### src/rtl/dm9000a_bus_ctrl.sv
// DM9000A host bus sequencer: turns one register request into an index-write
// cycle (CMD=0) followed by a data write/read cycle (CMD=1), and runs the chip reset.
module dm9000a_bus_ctrl #(
   parameter int SETUP_CYC    = 1,
   parameter int PULSE_CYC    = 2,
   parameter int HOLD_CYC     = 1,
   parameter int RST_LOW_CYC  = 4,
   parameter int RST_WAIT_CYC = 8,
   parameter int CNT_W        = 16
) (
   input  logic        iCLK,
   input  logic        iRST_N,
   input  logic        iSOFT_RST,
   input  logic        iREQ_VALID,
   output logic        oREQ_READY,
   input  logic        iREQ_WR,
   input  logic [7:0]  iREQ_IDX,
   input  logic [15:0] iREQ_DATA,
   output logic        oRSP_VALID,
   output logic [15:0] oRSP_DATA,
   output logic        oBUSY,
   output logic [15:0] oENET_DATA,
   input  logic [15:0] iENET_DATA,
   output logic        oENET_CMD,
   output logic        oENET_RD_N,
   output logic        oENET_WR_N,
   output logic        oENET_CS_N,
   output logic        oENET_RST_N
);

   typedef enum logic [3:0] {
      ST_RST_LOW, ST_RST_WAIT, ST_IDLE,
      ST_IDX_SU, ST_IDX_PW, ST_IDX_HD,
      ST_DAT_SU, ST_DAT_PW, ST_DAT_HD
   } state_t;

   state_t             r_state;
   logic [CNT_W-1:0]   r_cnt;
   logic               r_wr;
   logic [7:0]         r_idx;
   logic [15:0]        r_data;
   logic [15:0]        r_rdData;
   logic               r_softPend;
   logic               r_csN, r_cmd, r_rdN, r_wrN, r_rstN;
   logic [15:0]        r_enetData, r_rspData;
   logic               r_rspValid, r_ready, r_busy;

   state_t             w_next;
   logic [CNT_W-1:0]   w_limit;
   logic               w_done, w_hs, w_softReq, w_access;
   logic               w_wr, w_inIdx, w_inDat;
   logic [7:0]         w_idx;
   logic [15:0]        w_data;

   // Outputs are registered from the next state, so each registered pin value
   // lines up exactly with the state it belongs to.
   always_comb begin
      w_limit   = '0;
      w_next    = r_state;
      w_access  = 1'b0;
      w_softReq = iSOFT_RST | r_softPend;
      w_hs      = (r_state == ST_IDLE) & iREQ_VALID & r_ready & ~w_softReq;
      case (r_state)
         ST_RST_LOW:  w_limit = CNT_W'(RST_LOW_CYC - 1);
         ST_RST_WAIT: w_limit = CNT_W'(RST_WAIT_CYC - 1);
         ST_IDX_SU, ST_DAT_SU: w_limit = CNT_W'(SETUP_CYC - 1);
         ST_IDX_PW, ST_DAT_PW: w_limit = CNT_W'(PULSE_CYC - 1);
         ST_IDX_HD, ST_DAT_HD: w_limit = CNT_W'(HOLD_CYC - 1);
         default:     w_limit = '0;
      endcase
      w_done = (r_cnt == w_limit);
      case (r_state)
         ST_RST_LOW:  if (w_done) w_next = ST_RST_WAIT;
         ST_RST_WAIT: if (w_done) w_next = ST_IDLE;
         ST_IDLE: begin
            if (w_softReq)  w_next = ST_RST_LOW;
            else if (w_hs)  w_next = ST_IDX_SU;
         end
         ST_IDX_SU:   begin w_access = 1'b1; if (w_done) w_next = ST_IDX_PW; end
         ST_IDX_PW:   begin w_access = 1'b1; if (w_done) w_next = ST_IDX_HD; end
         ST_IDX_HD:   begin w_access = 1'b1; if (w_done) w_next = ST_DAT_SU; end
         ST_DAT_SU:   begin w_access = 1'b1; if (w_done) w_next = ST_DAT_PW; end
         ST_DAT_PW:   begin w_access = 1'b1; if (w_done) w_next = ST_DAT_HD; end
         ST_DAT_HD:   begin w_access = 1'b1; if (w_done) w_next = ST_IDLE; end
         default:     w_next = ST_RST_LOW;
      endcase
      w_wr    = w_hs ? iREQ_WR   : r_wr;
      w_idx   = w_hs ? iREQ_IDX  : r_idx;
      w_data  = w_hs ? iREQ_DATA : r_data;
      w_inIdx = (w_next == ST_IDX_SU) | (w_next == ST_IDX_PW) | (w_next == ST_IDX_HD);
      w_inDat = (w_next == ST_DAT_SU) | (w_next == ST_DAT_PW) | (w_next == ST_DAT_HD);
   end

   // State, counter, request latch and all registered outputs.
   always_ff @(posedge iCLK or negedge iRST_N) begin
      if (!iRST_N) begin
         r_state    <= ST_RST_LOW;
         r_cnt      <= '0;
         r_wr       <= 1'b0;
         r_idx      <= '0;
         r_data     <= '0;
         r_rdData   <= '0;
         r_softPend <= 1'b0;
         r_csN      <= 1'b1;
         r_cmd      <= 1'b0;
         r_rdN      <= 1'b1;
         r_wrN      <= 1'b1;
         r_rstN     <= 1'b0;
         r_enetData <= '0;
         r_rspData  <= '0;
         r_rspValid <= 1'b0;
         r_ready    <= 1'b0;
         r_busy     <= 1'b1;
      end else begin
         r_state <= w_next;
         if ((w_next != r_state) || (r_state == ST_IDLE))
            r_cnt <= '0;
         else
            r_cnt <= r_cnt + CNT_W'(1);
         if (w_hs) begin
            r_wr   <= iREQ_WR;
            r_idx  <= iREQ_IDX;
            r_data <= iREQ_DATA;
         end
         // A soft reset seen mid-access waits until the access has finished.
         r_softPend <= w_access ? (r_softPend | iSOFT_RST) : 1'b0;
         if ((r_state == ST_DAT_PW) && w_done && !r_wr)
            r_rdData <= iENET_DATA;
         r_csN  <= ~(w_inIdx | w_inDat);
         r_cmd  <= w_inDat;
         r_wrN  <= ~((w_next == ST_IDX_PW) | ((w_next == ST_DAT_PW) & w_wr));
         r_rdN  <= ~((w_next == ST_DAT_PW) & ~w_wr);
         r_rstN <= (w_next != ST_RST_LOW);
         if (w_inIdx)
            r_enetData <= {8'h00, w_idx};
         else if (w_inDat && w_wr)
            r_enetData <= w_data;
         r_rspValid <= (r_state == ST_DAT_HD) && (w_next == ST_IDLE);
         if ((r_state == ST_DAT_HD) && (w_next == ST_IDLE) && !r_wr)
            r_rspData <= r_rdData;
         r_ready <= (w_next == ST_IDLE) && !((r_state == ST_DAT_HD) && w_softReq);
         r_busy  <= (w_next != ST_IDLE);
      end
   end

   assign oREQ_READY  = r_ready;
   assign oRSP_VALID  = r_rspValid;
   assign oRSP_DATA   = r_rspData;
   assign oBUSY       = r_busy;
   assign oENET_DATA  = r_enetData;
   assign oENET_CMD   = r_cmd;
   assign oENET_RD_N  = r_rdN;
   assign oENET_WR_N  = r_wrN;
   assign oENET_CS_N  = r_csN;
   assign oENET_RST_N = r_rstN;

endmodule

### config.mk
export PLATFORM = sky130hd
export DESIGN_NAME = dm9000a_bus_ctrl
export DESIGN_NICKNAME = d
export VERILOG_FILES = /design/src/rtl/dm9000a_bus_ctrl.sv
export SDC_FILE = /design/constraint.sdc
export NUM_CORES = 1
export LEC_CHECK = 0
export ABC_AREA = 1
export BUFFER_PORTS_ARGS = -buffer_cell sky130_fd_sc_hd__buf_4
export CAP_MARGIN = 20
export CORE_AREA = 2 2 97 108
export CTS_BUF_LIST = sky130_fd_sc_hd__clkbuf_16
export CTS_CLUSTER_DIAMETER = 30
export DETAILED_ROUTE_END_ITERATION = 7
export DIE_AREA = 0 0 99 110
export GPL_TIMING_DRIVEN = 0
export PLACE_DENSITY = 0.71
export SLEW_MARGIN = 20
export SYNTH_ARGS = -nofsm -noshare
export SYNTH_HDL_FRONTEND = slang
export SYNTH_SLANG_ARGS = --single-unit
### constraint.sdc
create_clock -name iCLK -period 4.7 [get_ports iCLK]
set_input_delay 0.94 -clock iCLK [delete_from_list [all_inputs] [get_ports iCLK]]
set_output_delay 0.94 -clock iCLK [all_outputs]
set_load 0.05 [all_outputs]
Word level (Yosys, flattened, before mapping)

Memory sizes are Yosys's and may differ from the RTL's.
Cells that the tools add are included.

Flip-flop bits (word level): 102
ROM bits: 48
Input bits: 45
Output and inout bits: 40
Word-level logic and storage cells: 87
Memories kept: 1

Add/subtract/negate cells: 1
Equality and inequality tests: 18
Muxes and demuxes: 18
Bitwise gates (word level): 17
Reductions and logical operators: 15

Memories:

| name            | words | width | read ports | clocked after Yosys merged registers in | wr ports | RTL line | text |
|---|---|---|---|---|---|---|---|
| (no name shown) | 16    | 3     | 1          | 0                                       | 0        | 63       | `case (r_state)` |

Operators by type and width:

| operator                                                              | number |
|---|---|
| 16-bit two-way mux                                                    | 4 |
| 4-bit two-way mux                                                     | 9 |
| 4-bit by 3-bit equality test with 1-bit output, second input constant | 8 |
| 4-bit case mux with 8 select lines                                    | 1 |
| 16-bit by 1-bit adder with 16-bit output, second input constant       | 1 |
| 16-bit equality test                                                  | 1 |
| 4-bit by 2-bit equality test with 1-bit output, second input constant | 4 |
| 4-bit equality test, second input constant                            | 2 |
| 8-bit two-way mux                                                     | 1 |
| 1-bit logical AND                                                     | 7 |
| 1-bit OR                                                              | 7 |
| 6-bit OR reduction                                                    | 1 |
| 1-bit AND                                                             | 5 |
| 1-bit inverter                                                        | 5 |
| 4-bit by 1-bit equality test with 1-bit output, second input constant | 1 |
| 4-bit logical NOT                                                     | 1 |
| 4-bit by 2-bit != test with 1-bit output, second input constant       | 1 |
| 4-bit != test                                                         | 1 |
| 4-bit nonzero test                                                    | 1 |
| 1-bit two-way mux                                                     | 3 |
| 1-bit logical NOT                                                     | 2 |
| 2-bit nonzero test                                                    | 1 |
| 2-bit OR reduction                                                    | 1 |
| 1-bit logical OR                                                      | 1 |

Logic depth before layout (Yosys ltp)

Gate-level depths: netlist of the first run.

Depth in word-level cells: 13
Mapped depth: 20

Worst setup path before layout of the first run

No wires, ideal clock.

Path type: input to register
Start point: input iSOFT_RST
End point: register r_enetData[13], in the netlist oENET_DATA[13]
Data arrival time: 2419 ps
Setup slack: 2214 ps
Stages on the path: 10
Buffers on the path: 2
Cells stage by stage: nor2_1 > nand3_1 > or2_2 > clkbuf_1 > o21ai_0 > inv_1 > nand2_4 > buf_6 > nand3_1 > nand2_1

RTL lines:

| item                         | RTL line | text |
|---|---|---|
| start: declaration           | 13       | `input logic iSOFT_RST,` |
| 1-bit OR                     | 61       | `w_softReq = iSOFT_RST \| r_softPend;` |
| 1-bit inverter               | 62       | `w_hs = (r_state == ST_IDLE) & iREQ_VALID & r_ready & ~w_softReq;` |
| 1-bit AND                    | 62       |  |
| 1-bit two-way mux            | -        |  |
| via w_wr                     | 51       | `logic w_wr, w_inIdx, w_inDat;` |
| 1-bit logical AND            | 136      | `else if (w_inDat && w_wr)` |
| 2-bit nonzero test (no line) | -        |  |
| end signal: assignment       | 135      | `r_enetData <= {8'h00, w_idx};` |
| end signal: assignment       | 137      | `r_enetData <= w_data;` |
| end: declaration             | 45       | `logic [15:0] r_enetData, r_rspData;` |

The timed path passes the listed nets, and every way through them passes these cells. The select of a mux whose other input is x is not followed.
A chain may end at the register's enable or synchronous reset.

Worst setup path in the final report of the first run

Start point: register r_state[1]
End point: register r_enetData[3], in the netlist oENET_DATA[3]

Word-level cells in the longest chain between the ends: 12

RTL lines:

| item                                                      | RTL line | text |
|---|---|---|
| start: declaration                                        | 37       | `state_t r_state;` |
| start signal: assignment                                  | 115      | `r_state <= w_next;` |
| branches (longest 6 deep; another with memory 16 x 3 bit) | -        |  |
| 4-bit case mux with 8 select lines (*)                    | 72       | `case (r_state)` |
| via w_next[1]                                             | 48       | `state_t w_next;` |
| 4-bit by 3-bit equality test with 1-bit output            | 91       | `w_inDat = (w_next == ST_DAT_SU) \| (w_next == ST_DAT_PW) \| (w_next == ST_DAT_HD);` |
| 1-bit OR (2 in a row)                                     | 91       |  |
| 1-bit logical AND                                         | 136      |  |
| 2-bit nonzero test (no line)                              | -        |  |

Mark *: on every way through the listed nets, which the timed path passes. The select of a mux whose other input is x is not followed.

==> results.cfg, run 1 <==
[yosys]
syn-instance-count = 494
syn-cell-area_mm2 = 0.00478
synth-main-ff-cell = dfrtp_1
synth_cell_types = 38
ys_ff_latch = 102
yosysWarningCount = 0
synth_edf_count = 0
syn_nets = 544
synthArstFlopShare_pct = 100
synth-seq-area-share_pct = 53.5
avgSynthCellArea_um2 = 9.67

[timing]
setup_ws_ns = 2.01
max_freq_ghz = 0.372
relSlewSlack_pct = 37.6
layout_min_cycle_time_ns = 2.69
fin_crit_sh_pct = 57.2
finalSetupViolations = 0
worstMarginPinSlew_ns = 0.935
hold_viol = 0
hold_slack_ns = 0.479
rsz0062_at_grt = no
finClkSkew_ns = 0.0128
maxSlewViolCount = 0
fin_tns_setup_ns = 0

[final_layout]
seq_area_mm2 = 0.00256
fillers = 841
fin_area_mm2 = 0.00589
layout_commonest_cell = nand2_1
fin_nets = 639
fin_cells = 714
layout-drive-gt1-share_pct = 31.8
area_growth_syn_to_layout_pct = 23.3
multiInputGateArea_mm2 = 0.00195
antenna_cells = 0
layout_common_cells = 108 x nand2_1, 98 x dfrtp_1, 84 x buf_4, 54 x nor2_1, 45 x nand3_1

[route]
viasPerCell = 5.06
drtPass1Iterations = 4
first_iter_violations = 237
routed_wl_um = 10100
vias = 3610
wl_per_cell_um = 14.1
ant_nets = 0
route.detailed.drc = 0

[floorplan]
core_mm2 = 0.00975
die_w_um = 99
initial_core_util_pct = 49.0
ios = 85
rows = 38
die_area_mm2 = 0.0109
die_y_um = 110

[power]
p_leak_nw = 3.13
power_density_mw_per_mm2 = 446
peakVddDrop_uv = 291

[run]
drv_cap = 0

[clocking]
h-tree-depth = 3
clockRootBuffer = clkbuf_16
post_cts_resized = 0
clockBufferDepth = 2
post_cts_buffers = 0
hold_buffers = 0
numCtsBuffers = 9
clk_latency_ns = 0.35
cts_tree = done
path_clk_slew_ns = 0.07
cts.sinks = 102

[grt]
globalRouteOverflowTotal = 0
antenna_found_initial = 0
grt_max_degree = 103
grt_use_total_pct = 19.5
grt_pass1_wl_um = 17000
first_global_vias = 3664

[critical_path]
crit_buf_inv = 5
cp-start-kind = flip-flop
arrival_ns = 2.93
cp_slowest_cell = dfrtp_1
max_stage_delay_ns = 0.43
cp_common_cell = nand2_1
critPathCaptureType = flip-flop
crit_path_cell_trace = inv_1 > ha_1 > nand2_1 > nand3_1 > nand2_1 > nand2_1 > inv_2 > nand3_4 > a21oi_2 > nand2_4 > nand2_1 > inv_2 > nand2_4 > nand2_4 > inv_2 > buf_6 > nand2_8 > nand2_1 > nand2_1
criticalPathCategory = reg -> reg
required_ns = 4.94
path_max_fanout = 10
crit_family = simple AND/OR/NAND/NOR gates

[placement]
place.gp.congestion = 0.786
postPlaceCellArea_mm2 = 0.00556
dpl.hpwl_um = 7140
place_ws_ns = 1.77
dp.cells = 698
portBuffers = 84

[min_path]
min_path_type = reg -> reg

[outcome]
status = finished, final reports clean
==> cell type report <==
class,count,share of cell area (%)
buffer,12,1.44
tap,120,2.55
timing repair buffer,84,10.8
clock buffer,9,3.82
multi-input combinational,331,33.1
clock inverter,7,1.72
sequential,102,43.4
inverter,49,3.17
==> state kept, by name, summed over array words and instances (netlist names) <==
name and cells:
oENET_WR_N 1, oENET_DATA 16, r_state 4, oENET_CS_N 1, oRSP_VALID 1, r_cnt 16
r_data 16, oENET_CMD 1, r_rdData 16, oRSP_DATA 16, r_wr 1, oREQ_READY 1
oENET_RD_N 1, oBUSY 1, oENET_RST_N 1, r_idx 8, r_softPend 1
==> tightest hold or removal path, delay by kind of cell, from the launching register on <==
family           cells  cell delay (ns)
DFF                  1             0.34
and+or+nand+nor      2             0.11
==> worst paths after layout <==
check                      depth (start not counted)       endpoint          from  slack [ns]
min                                                2   oRSP_DATA[6]  oRSP_DATA[6]        0.48
max reg2reg                                       19  oENET_DATA[3]    r_state[1]        2.01
max                                               19  oENET_DATA[3]    r_state[1]        2.01
min in group asynchronous                          1      r_data[3]        iRST_N        0.67
min reg2reg                                        2   oRSP_DATA[6]  oRSP_DATA[6]        0.48
max in group asynchronous                          1     oREQ_READY        iRST_N        3.36
==> logic make-up (layout without fill, tap and decap cells) <==
| logic type | Yosys count | count (layout) | synth area share [%] |
|---|---|---|---|
| XOR/XNOR | 10 | 10 | 1.83 |
| AO/OA/AOI/OAI | 34 | 34 | 4.56 |
| AND/OR/NAND/NOR | 251 | 251 | 25.9 |
| flip-flops | 102 | 102 | 53.5 |
| adder cells (fa/ha/maj) | 5 | 5 | 1.31 |
| buffers and inverters | 61 | 161 | 5.68 |
| multiplexers | 31 | 31 | 7.23 |
==> metal layers <==
metal	GRT usage [%]	vias up	share of wire, %
li1	-	1780	-
met1	24.6	1735	43
met2	32.6	85	49
met3	5.55	10	6.3
met4	6.65	0	1.1
met5	0	-	0
==> cell usage after synthesis, types with 2 or more instances <==
cell / instances / area (um^2)
xnor2_1: 2 / 17.5
nand3_1: 45 / 225
clkbuf_1: 2 / 7.51
buf_6: 4 / 45.0
nand2_2: 9 / 56.3
nor2_1: 54 / 203
mux2_2: 28 / 315
ha_1: 5 / 62.6
a21oi_1: 13 / 65.1
nand2_1: 108 / 405
a31oi_1: 2 / 12.5
o21ai_2: 9 / 78.8
nand2_4: 8 / 90.1
nand4_1: 9 / 56.3
o21ai_0: 6 / 30.0
dfstp_2: 4 / 105
dfrtp_1: 98 / 2450
nand3b_1: 2 / 15.0
xor2_1: 8 / 70.1
mux2i_1: 3 / 30.0
a21oi_2: 2 / 17.5
inv_2: 5 / 18.8
nand3_2: 3 / 30.0
nor2_4: 5 / 56.3
nand3_4: 2 / 35.0
inv_1: 42 / 158
buf_2: 5 / 25.0
==> per-stage QoR <==
| stage | total power, mW | util, % |
|---|---|---|
| floorplan | 1.61 | - |
| global placement | 1.82 | 57.0 |
| detailed placement | 1.83 | 57.1 |
| CTS | 2.65 | 60.4 |
| global route | 2.77 | 60.4 |
| finish | 2.63 | 60.4 |
==> power breakdown <==
group,switching [mW],internal (mW),leakage (nW)
Clock,0.343,0.474,0.158
Sequential,0.0505,0.983,1.36
Combinational,0.519,0.256,1.61
No activity file was read; power rests on OpenSTA's default activity.
==> run 2, diff against run 1 <==
--- a/config.mk
+++ b/config.mk
@@ -14,7 +14,7 @@
 export DETAILED_ROUTE_END_ITERATION = 7
 export DIE_AREA = 0 0 99 110
 export GPL_TIMING_DRIVEN = 0
-export PLACE_DENSITY = 0.71
+export PLACE_DENSITY = 0.74
 export SLEW_MARGIN = 20
 export SYNTH_ARGS = -nofsm -noshare
 export SYNTH_HDL_FRONTEND = slang
==> constraint.sdc (replaced) <==
create_clock -name iCLK -period 2.45 [get_ports iCLK]
set_input_delay 0.49 -clock iCLK [delete_from_list [all_inputs] [get_ports iCLK]]
set_output_delay 0.49 -clock iCLK [all_outputs]
set_load 0.05 [all_outputs]
==> results.cfg, run 2 (synthesized netlist as in run 1, its figures left out) <==
[floorplan]
core_mm2 = 0.00975
ios = 85
rows = 38
die_area_mm2 = 0.0109
die_y_um = 110
die_w_um = 99
initial_core_util_pct = 49.0

[timing]
hold_viol = 0
finClkSkew_ns = 0.00880
maxSlewViolCount = 0
hold_slack_ns = 0.245
relSlewSlack_pct = 38.0
rsz0062_at_grt = yes
max_freq_ghz = 0.407
finalSetupViolations = 3
layout_min_cycle_time_ns = 2.46
setup_ws_ns = -0.00890
worstMarginPinSlew_ns = 0.930
fin_crit_sh_pct = 100

[placement]
postPlaceCellArea_mm2 = 0.00556
dpl.hpwl_um = 7220
portBuffers = 84
place.gp.congestion = 0.840

[grt]
grt_max_degree = 103
grt_use_total_pct = 19.0
met2_usage_pct = 33.1
first_global_vias = 3598
antenna_found_initial = 0
top_usage_layer = met2
grt_pass1_wl_um = 16300
grt_util_met1_pct = 22.8
globalRouteOverflowTotal = 0
gr-usage-met3_pct = 5.74

[power]
peakVddDrop_uv = 510
power_density_mw_per_mm2 = 837
p_leak_nw = 3.29

[min_path]
min_path_type = in -> async

[final_layout]
layout-drive-gt1-share_pct = 36.5
fillers = 791
layout_common_cells = 112 x buf_4, 105 x nand2_1, 97 x dfrtp_1, 54 x nor2_1, 44 x nand3_1
fin_area_mm2 = 0.00624
multiInputGateArea_mm2 = 0.00205
layout_commonest_cell = buf_4
antenna_cells = 0
area_growth_syn_to_layout_pct = 30.6
fin_nets = 667
seq_area_mm2 = 0.00256

[route]
first_iter_violations = 211
route.detailed.drc = 0
vias = 3736
wl_per_cell_um = 14.5
drtPass1Iterations = 5
ant_nets = 0
viasPerCell = 5.04
routed_wl_um = 10800

[critical_path]
required_ns = 2.69
critPathCaptureType = flip-flop
arrival_ns = 2.69
path_max_fanout = 10
cp-start-kind = flip-flop
criticalPathCategory = reg -> reg

[outcome]
status = finished, violations left
violations = negative setup slack

[clocking]
cts.sinks = 102
h-tree-depth = 3
numCtsBuffers = 9
clockBufferDepth = 2
clockRootBuffer = clkbuf_16
hold_buffers = 0
path_clk_slew_ns = 0.07
cts_tree = done
clk_latency_ns = 0.35

[run]
drv_cap = 0
-- run 2: cell types whose count changed in the layout (fill, tap and decap cells not counted), moves of 3 or more --
cell	delta
buf_2	-3
buf_4	+28
buf_8	+3
clkinv_4	+3
inv_2	+3
nand2_1	-3
nand2_8	+4
-- run 2: final cells by class --
| cell class | count | share of cell area (%) |
|---|---|---|
| multi-input combinational | 331 | 32.8 |
| clock inverter | 7 | 1.20 |
| sequential | 102 | 41.0 |
| timing repair buffer | 114 | 14.5 |
| inverter | 49 | 2.99 |
| clock buffer | 9 | 3.61 |
| buffer | 10 | 1.50 |
| tap | 120 | 2.41 |
-- run 2: path summary, 6_finish.rpt --
check / cells past startpoint / slack [ns] / from / to
setup / recovery: 18 / -0.009 / r_state[1] / oENET_DATA[14]
hold reg to reg: 2 / 0.47 / oRSP_DATA[3] / oRSP_DATA[3]
setup reg to reg: 18 / -0.009 / r_state[1] / oENET_DATA[14]
max in group asynchronous: 1 / 1.51 / iRST_N / r_state[3]
hold / removal: 1 / 0.24 / iRST_N / r_data[3]
min in group iCLK: 2 / 0.38 / iENET_DATA[5] / r_rdData[5]
-- run 2: critical path, stage by stage (launching register included) --
cell and delay [ns]:
dfrtp_1 0.40, inv_2 0.14, ha_4 0.22, nand2_2 0.08, nand3_2 0.07, nand2_2 0.06
nand2_2 0.07, nor2_1 0.11, nand4_1 0.12, nand3_1 0.17, nand2_4 0.10, nor2_4 0.19
buf_12 0.13, nand2_8 0.07, nand2_8 0.07, inv_2 0.04, buf_4 0.16, nand3_1 0.09
nand2_1 0.05
-- run 2: what timing repair did --
action,4_1_cts,5_1_grt
cloned,0,1
setup buffers,7,22
gates resized for setup,5,25
pin swaps,3,11
setup endpoints to repair,53,53
-- run 2: through the flow --
stage | utilization, % | TNS [ns] | worst slack [ns] | instances | total power, mW
global placement | 57.0 | -6.24 | -0.202 | 698 | 3.49
detailed placement | 57.1 | -7.82 | -0.214 | 698 | 3.53
floorplan | - | 0 | 0.145 | 494 | 3.09
global route | 64.0 | -3.63 | -0.138 | 742 | 5.47
finish | 64.0 | -0.0107 | -0.00890 | 742 | 5.23
CTS | 60.9 | 0 | 0.00181 | 720 | 5.02
-- run 2: layer usage --
layer,routed length (um),vias up
met5,0,-
met4,160,0
met3,622,12
met2,5500,90
met1,4480,1798
li1,-,1836
-- run 2: where the power goes --
part | leakage, nW | switching (mW) | internal, mW | total (mW)
clock network | 0.150 | 0.641 | 0.798 | 1.44
logic | 1.78 | 1.11 | 0.696 | 1.81
registers | 1.36 | 0.0940 | 1.89 | 1.98
total | 3.29 | 1.85 | 3.38 | 5.23
